`src/rtl/microwave_pkg.sv`:
```
// Shared types and constants for the microwave cook-time countdown.
// Digits are 4-bit BCD; the controller FSM states are enumerated here.
package microwave_pkg;

   localparam int DIGIT_W          = 4;
   localparam int BCD_MAX_ONES     = 9;
   localparam int BCD_MAX_TENS_SEC = 5;

   typedef logic [DIGIT_W-1:0] digit_t;

   typedef enum logic [2:0] {
      ST_IDLE    = 3'd0,
      ST_READY   = 3'd1,
      ST_RUNNING = 3'd2,
      ST_PAUSED  = 3'd3,
      ST_DONE    = 3'd4
   } state_t;

   localparam digit_t MAX_ONES_D     = digit_t'(BCD_MAX_ONES);
   localparam digit_t MAX_TENS_SEC_D = digit_t'(BCD_MAX_TENS_SEC);

   function automatic logic digit_ok(input digit_t d, input digit_t max);
      return d <= max;
   endfunction

endpackage

```
`src/rtl/bcd_digit_down.sv`:
```
// One BCD digit of a down-counter: wraps 0 -> MAX and raises borrow_out
// combinationally so digits can be chained from least to most significant.
module bcd_digit_down
   import microwave_pkg::*;
#(
   parameter int MAX = 9
) (
   input  logic   clk,
   input  logic   reset,
   input  logic   clr,
   input  logic   load,
   input  digit_t load_val,
   input  logic   en,
   input  logic   borrow_in,
   output digit_t value,
   output logic   borrow_out
);

   localparam digit_t MAX_D = digit_t'(MAX);

   assign borrow_out = borrow_in && (value == '0);

   always_ff @(posedge clk) begin
      if (reset || clr)
         value <= '0;
      else if (load)
         value <= load_val;
      else if (en && borrow_in)
         value <= (value == '0) ? MAX_D : value - digit_t'(1);
   end

endmodule

```
`src/rtl/microwave_countdown.sv`:
```
// MM:SS cook-time countdown: control FSM and tick prescaler driving a chain
// of four BCD down-counting digits, plus registered status pulses.
module microwave_countdown
   import microwave_pkg::*;
#(
   parameter int TICKS_PER_SEC = 100
) (
   input  logic       clk,
   input  logic       reset,
   input  logic       tick,
   input  logic       load,
   input  logic [3:0] load_min_t,
   input  logic [3:0] load_min_o,
   input  logic [3:0] load_sec_t,
   input  logic [3:0] load_sec_o,
   input  logic       start,
   input  logic       stop_clr,
   input  logic       door_closed,
   output logic [3:0] min_t,
   output logic [3:0] min_o,
   output logic [3:0] sec_t,
   output logic [3:0] sec_o,
   output logic       running,
   output logic       magnetron_on,
   output logic       done,
   output logic       load_err
);

   localparam int          PW         = (TICKS_PER_SEC > 1) ? $clog2(TICKS_PER_SEC) : 1;
   localparam logic [PW-1:0] PRESC_LAST = PW'(TICKS_PER_SEC - 1);

   state_t        state, state_nxt;
   logic [PW-1:0] presc;
   logic          load_valid, load_zero, time_zero, time_one;
   logic          start_ev, load_ev, load_ok, load_bad, tick_ev, dec, last, digit_clr;
   logic          b_so, b_st, b_mo, b_mt;

   assign load_valid = digit_ok(load_min_t, MAX_ONES_D) && digit_ok(load_min_o, MAX_ONES_D) &&
                       digit_ok(load_sec_t, MAX_TENS_SEC_D) && digit_ok(load_sec_o, MAX_ONES_D);
   assign load_zero  = {load_min_t, load_min_o, load_sec_t, load_sec_o} == 16'h0000;
   assign time_zero  = {min_t, min_o, sec_t, sec_o} == 16'h0000;
   assign time_one   = {min_t, min_o, sec_t, sec_o} == 16'h0001;

   // Event qualification in priority order: stop_clr > door open > start > load > tick
   assign start_ev  = !stop_clr && start && door_closed &&
                      (state == ST_READY || state == ST_PAUSED);
   assign load_ev   = !stop_clr && !start_ev && load && (state != ST_RUNNING);
   assign load_ok   = load_ev && load_valid;
   assign load_bad  = load_ev && !load_valid;
   assign tick_ev   = !stop_clr && door_closed && tick && (state == ST_RUNNING);
   assign dec       = tick_ev && (presc == PRESC_LAST) && !time_zero;
   assign last      = dec && time_one;
   assign digit_clr = stop_clr && (state != ST_RUNNING);

   always_ff @(posedge clk) begin
      if (reset)
         state <= ST_IDLE;
      else
         state <= state_nxt;
   end

   always_comb begin
      state_nxt = state;
      if (stop_clr)
         state_nxt = (state == ST_RUNNING) ? ST_PAUSED : ST_IDLE;
      else if (state == ST_RUNNING && !door_closed)
         state_nxt = ST_PAUSED;
      else if (start_ev)
         state_nxt = ST_RUNNING;
      else if (load_ok)
         state_nxt = load_zero ? ST_IDLE : ST_READY;
      else if (last)
         state_nxt = ST_DONE;
   end

   always_comb begin
      running = (state == ST_RUNNING);
   end

   // Resuming from PAUSED keeps the prescaler so the partial second carries over
   always_ff @(posedge clk) begin
      if (reset) begin
         presc        <= '0;
         done         <= 1'b0;
         load_err     <= 1'b0;
         magnetron_on <= 1'b0;
      end else begin
         if (digit_clr || load_ok || (start_ev && state == ST_READY))
            presc <= '0;
         else if (tick_ev)
            presc <= (presc == PRESC_LAST) ? '0 : presc + PW'(1);
         done         <= last;
         load_err     <= load_bad;
         magnetron_on <= (state == ST_RUNNING) && door_closed;
      end
   end

   bcd_digit_down #(.MAX(BCD_MAX_ONES)) u_sec_o (
      .clk(clk), .reset(reset), .clr(digit_clr), .load(load_ok), .load_val(load_sec_o),
      .en(dec), .borrow_in(1'b1), .value(sec_o), .borrow_out(b_so)
   );

   bcd_digit_down #(.MAX(BCD_MAX_TENS_SEC)) u_sec_t (
      .clk(clk), .reset(reset), .clr(digit_clr), .load(load_ok), .load_val(load_sec_t),
      .en(dec), .borrow_in(b_so), .value(sec_t), .borrow_out(b_st)
   );

   bcd_digit_down #(.MAX(BCD_MAX_ONES)) u_min_o (
      .clk(clk), .reset(reset), .clr(digit_clr), .load(load_ok), .load_val(load_min_o),
      .en(dec), .borrow_in(b_st), .value(min_o), .borrow_out(b_mo)
   );

   // Never borrows past 00:00 because dec is gated by time_zero
   bcd_digit_down #(.MAX(BCD_MAX_ONES)) u_min_t (
      .clk(clk), .reset(reset), .clr(digit_clr), .load(load_ok), .load_val(load_min_t),
      .en(dec), .borrow_in(b_mo), .value(min_t), .borrow_out(b_mt)
   );

   logic unused_borrow;
   assign unused_borrow = b_mt;

endmodule

```
`config.mk`:
```
export PLATFORM = sky130hd
export DESIGN_NAME = microwave_countdown
export DESIGN_NICKNAME = d
export VERILOG_FILES = /design/src/rtl/microwave_pkg.sv /design/src/rtl/bcd_digit_down.sv /design/src/rtl/microwave_countdown.sv
export SDC_FILE = /design/constraint.sdc
export NUM_CORES = 1
export LEC_CHECK = 0
export BUFFER_PORTS_ARGS = -buffer_cell sky130_fd_sc_hd__buf_2
export CAP_MARGIN = 15
export CORE_ASPECT_RATIO = 1.25
export CORE_MARGIN = 2
export CORE_UTILIZATION = 45
export DETAILED_ROUTE_END_ITERATION = 8
export GPL_TIMING_DRIVEN = 1
export PLACE_DENSITY = 0.68
export RECOVER_POWER = 50
export SLEW_MARGIN = 25
export SYNTH_ARGS = -nofsm -noshare
export SYNTH_HDL_FRONTEND = slang
export SYNTH_SLANG_ARGS = --single-unit
export TNS_END_PERCENT = 5
```
`constraint.sdc`:
```
create_clock -name clk -period 2.5 [get_ports clk]
set_clock_uncertainty 0.15 [all_clocks]
set_input_delay 0.625 -clock clk [delete_from_list [all_inputs] [get_ports clk]]
set_output_delay 0.625 -clock clk [all_outputs]
set_load 0.01 [all_outputs]
```
==> results list <==
* Power per cell area: 483 nW/um^2
* Highest clock rate: approximately 0.45 GHz
- During placement, the flow inserted port buffers numbering 42.
- The die is between 70 and 80 um tall.
- Commonest cells after routing, fill and taps aside: 29 x sky130_fd_sc_hd__dfxtp_1, 22 x sky130_fd_sc_hd__clkbuf_1, 22 x sky130_fd_sc_hd__buf_2
- Count of flip-flops with a built-in enable after synthesis: 0
- Final worst setup slack: 263 ps
- Worst path max stage delay: 590 ps
- The worst hold path belongs to the class reg -> reg.
* Post-synth design cell area: 1600 sq um
- The first global-routing pass estimated 6940 um of wire.
- CTS placed an instance of sky130_fd_sc_hd__clkbuf_8 at the clock tree root.
- Kind of critical path: reg -> reg
- At the worst endpoint, the required time is 2500 ps.
- Internal power contribution: 0.724 mW
- Max-slew violation count: 0
- The final hold violation count came to 0.
- In this run the post-CTS setup repair buffer count came out at 0.
* Wirelength, routed: 4020 um
- Share of total power consumed by net switching: between 20% and 30%
* Gate count of the mapped netlist: around 190
- Cell with the largest stage delay on the worst path: sky130_fd_sc_hd__or4_4
- Unrepaired setup endpoints after global routing: false
- TritonCTS built the clock tree.
- Worst slew margin relative to its limit: 65.5%
- The detail route stage leaves a number of antenna-violating nets equal to 0.
- Total power after layout: 0.949 mW
* Initial detailed-routing violation count: 42
- The library cell used most frequently in the layout, excluding fill and tap cells, is sky130_fd_sc_hd__dfxtp_1.
- At the worst endpoint, the arrival time is 2240 ps.
- In the final layout, the share of cells above drive strength 1 is 18.8%.
* Power spent charging and discharging nets: 0.226 mW
- The longest clock path from root to sink contains 2 buffers.
* Area of the core: 3450 sq um
* Site Rows: 24
- The clock tree synthesis step divided the H-tree into 2 levels.
* Post-CTS sizing: 0
* Number of sinks on the clock net: 29
- Place WS: 105 ps
- Of all nets on the critical path, the largest fanout is 7.
- After global routing the overflow that remains totals 0.
- Max-cap violation count: 0
- Number of endpoints failing setup at the final stage: 0
- Area grow syn2layout: 22.5%
- Clock latency on the worst-skew pair, taken at its later pin, is 280 ps.
* Routability cong.: between 0.8 and 0.9
* Hold-fix buffer count after cts: 0
- Detail-routed net length per standard cell: 14.2 um
- Least-Margin Pin Slew: approximately 510 ps
- Post-CTS clock slew at the launch and capture registers of the worst setup and hold paths: 60 ps
- Antenna violations before repair: 0
* Kind of end point of the critical path: register
* Number of detailed-routing iterations run before antenna repair: 4
* Maximum number of pins on one net before global-route repair: 14
- The worst-case IR drop observed on VDD is 0.442 mV.
- 0 antenna diodes ended up in the layout.
* Syn nets: about 220
* Final total negative setup slack: 0 ps
- In the synthesized netlist the dominant register cell turns out to be sky130_fd_sc_hd__dfxtp_1.
- Synth async-reset ratio: 0%
* Register area share after synthesis: 36.2%
- For this run, the total global-route usage over all layers was measured as 21.9%.
* I/O pins: between 40 and 50
* Critical Path, Cell by Cell: or4_4 > nor4b_4 > nand4_2 > o211ai_1 > a31oi_1
- Dividing the detail-routed via count by the number of cells gives 5.85.
- Final min period: 2240 ps
- Per report_power, the sequential group accounts for 50.0% of the total.
- Critical Path Source Type: register
- Once detailed placement completed, the half-perimeter wirelength came to slightly above 3000 um.
- The flow ran to the end, and the final reports show no timing, DRC or antenna violations.
- Clock Power Share: ~40%
- The floorplan step set the die width to 57.4 um.
* Initial core utilization: 46.4%
* Seq cells post-synth: 29
- Total clock buffers created by CTS: 5
- Averaged over all synthesized cells, the footprint is 8.35 sq um.
- Share of power burned in combinational logic: 9.7%
- The via count of the first global-routing pass came to 1579.
- The floorplan step defined a die boundary enclosing 4060 sq um.
- Number of distinct standard cells referenced by the synthesized netlist: 48
- The routed layout has 1662 vias.
- Net count, final: 269
- Yosys warns: 0
* Leakage: 0.755 nW
- Final routed DRC violation total: 0
* Share of the cycle needed by the critical path after routing: 89.5%
[layout make-up]
type                       instances  area [sq um]
timing repair buffer              51           249
clock buffer                       7          86.3
sequential                        29           581
multi-input combinational        155           988
tap                               39          48.8
inverter                           3          11.3
fill                             356          1490
[through the flow]
step           hold slack (ps)  utilization (%)  cell area, sq um  std cells
3_5_place_dp               314             55.2              1910        277
4_1_cts                    329             57.7              1990        284
5_1_grt                    370             56.9              1960        284
3_3_place_gp               315             55.2              1910        277
6_report                   326             56.9              1960        284
2_1_floorplan              294                -              1600        192
[power groups by stage]
stage / sequential (mW) / clock, mW / combinational (mW)
floorplan: 0.485 / 0 / 0.0468
global placement: 0.485 / 0 / 0.0925
detailed placement: 0.485 / 0 / 0.0926
CTS: 0.475 / 0.392 / 0.0929
global route: 0.476 / 0.416 / 0.104
finish: 0.475 / 0.382 / 0.0919
[per-layer routing]
metal	routed length (um)	GRT usage (%)	vias up	share of wire, %
met2	1980	37.5	43	49
li1	-	-	840	-
met5	0	0	-	0
met1	1760	24.8	774	44
met4	74	9.82	0	1.8
met3	207	6.22	5	5.1
[registers in the layout, summed over array words and instances, names as in the netlist]
| signal | flops |
|---|---|
| u_min_t.value | 4 |
| done | 1 |
| u_min_o.value | 4 |
| load_err | 1 |
| u_sec_o.value | 4 |
| state | 3 |
| magnetron_on | 1 |
| presc | 7 |
| u_sec_t.value | 4 |
[logic make-up (layout without fill, tap and decap cells)]
| group | count (synthesis) | after routing | share of synthesized area (%) |
|---|---|---|---|
| compound gates | 53 | 53 | 20.8 |
| xor+xnor | 6 | 6 | 3.28 |
| fa+ha+maj | 1 | 1 | 0.780 |
| buf+inv | 8 | 61 | 2.18 |
| flops | 29 | 29 | 36.2 |
| mux | 4 | 4 | 2.50 |
| simple gates | 91 | 91 | 34.3 |
[critical path, delay by kind of cell, from the launching register on]
| family | cells | cell delay (ps) |
|---|---|---|
| AND/OR/NAND/NOR | 3 | 1250 |
| flip-flops | 1 | 360 |
| AO/OA/AOI/OAI | 2 | 350 |
[final timing paths]
| path | cells after the start | to | from | slack [ps] |
|---|---|---|---|---|
| worst max-delay path | 5 | u_min_o.value[3] | u_sec_o.value[0] | 260 |
| worst min-delay path | 2 | presc[1] | presc[1] | 330 |
| worst max register to register | 5 | u_min_o.value[3] | u_sec_o.value[0] | 260 |
| worst min register to register | 2 | presc[1] | presc[1] | 330 |
[synth_stat cells, types with 2 or more instances]
library cell | instances | area, sq um
sky130_fd_sc_hd__inv_1 | 3 | 11.3
sky130_fd_sc_hd__and4_1 | 2 | 17.5
sky130_fd_sc_hd__nor2b_1 | 4 | 25.0
sky130_fd_sc_hd__nor2_1 | 16 | 60.1
sky130_fd_sc_hd__a31oi_1 | 3 | 18.8
sky130_fd_sc_hd__and3_1 | 4 | 25.0
sky130_fd_sc_hd__a21oi_1 | 16 | 80.1
sky130_fd_sc_hd__nand2_1 | 17 | 63.8
sky130_fd_sc_hd__dfxtp_1 | 29 | 581
sky130_fd_sc_hd__nor4_1 | 7 | 43.8
sky130_fd_sc_hd__mux2i_1 | 4 | 40.0
sky130_fd_sc_hd__nand3_1 | 12 | 60.1
sky130_fd_sc_hd__and2_1 | 2 | 12.5
sky130_fd_sc_hd__o21a_1 | 2 | 15.0
sky130_fd_sc_hd__clkbuf_1 | 3 | 11.3
sky130_fd_sc_hd__xor2_1 | 6 | 52.6
sky130_fd_sc_hd__a2bb2oi_1 | 3 | 26.3
sky130_fd_sc_hd__nor3_1 | 3 | 15.0
sky130_fd_sc_hd__nor3b_1 | 2 | 15.0
sky130_fd_sc_hd__nand4_1 | 5 | 31.3
sky130_fd_sc_hd__o21ai_0 | 17 | 85.1
sky130_fd_sc_hd__o211ai_1 | 3 | 22.5
sky130_fd_sc_hd__nand3b_1 | 4 | 30.0
Power figures use the tool's default switching activity.
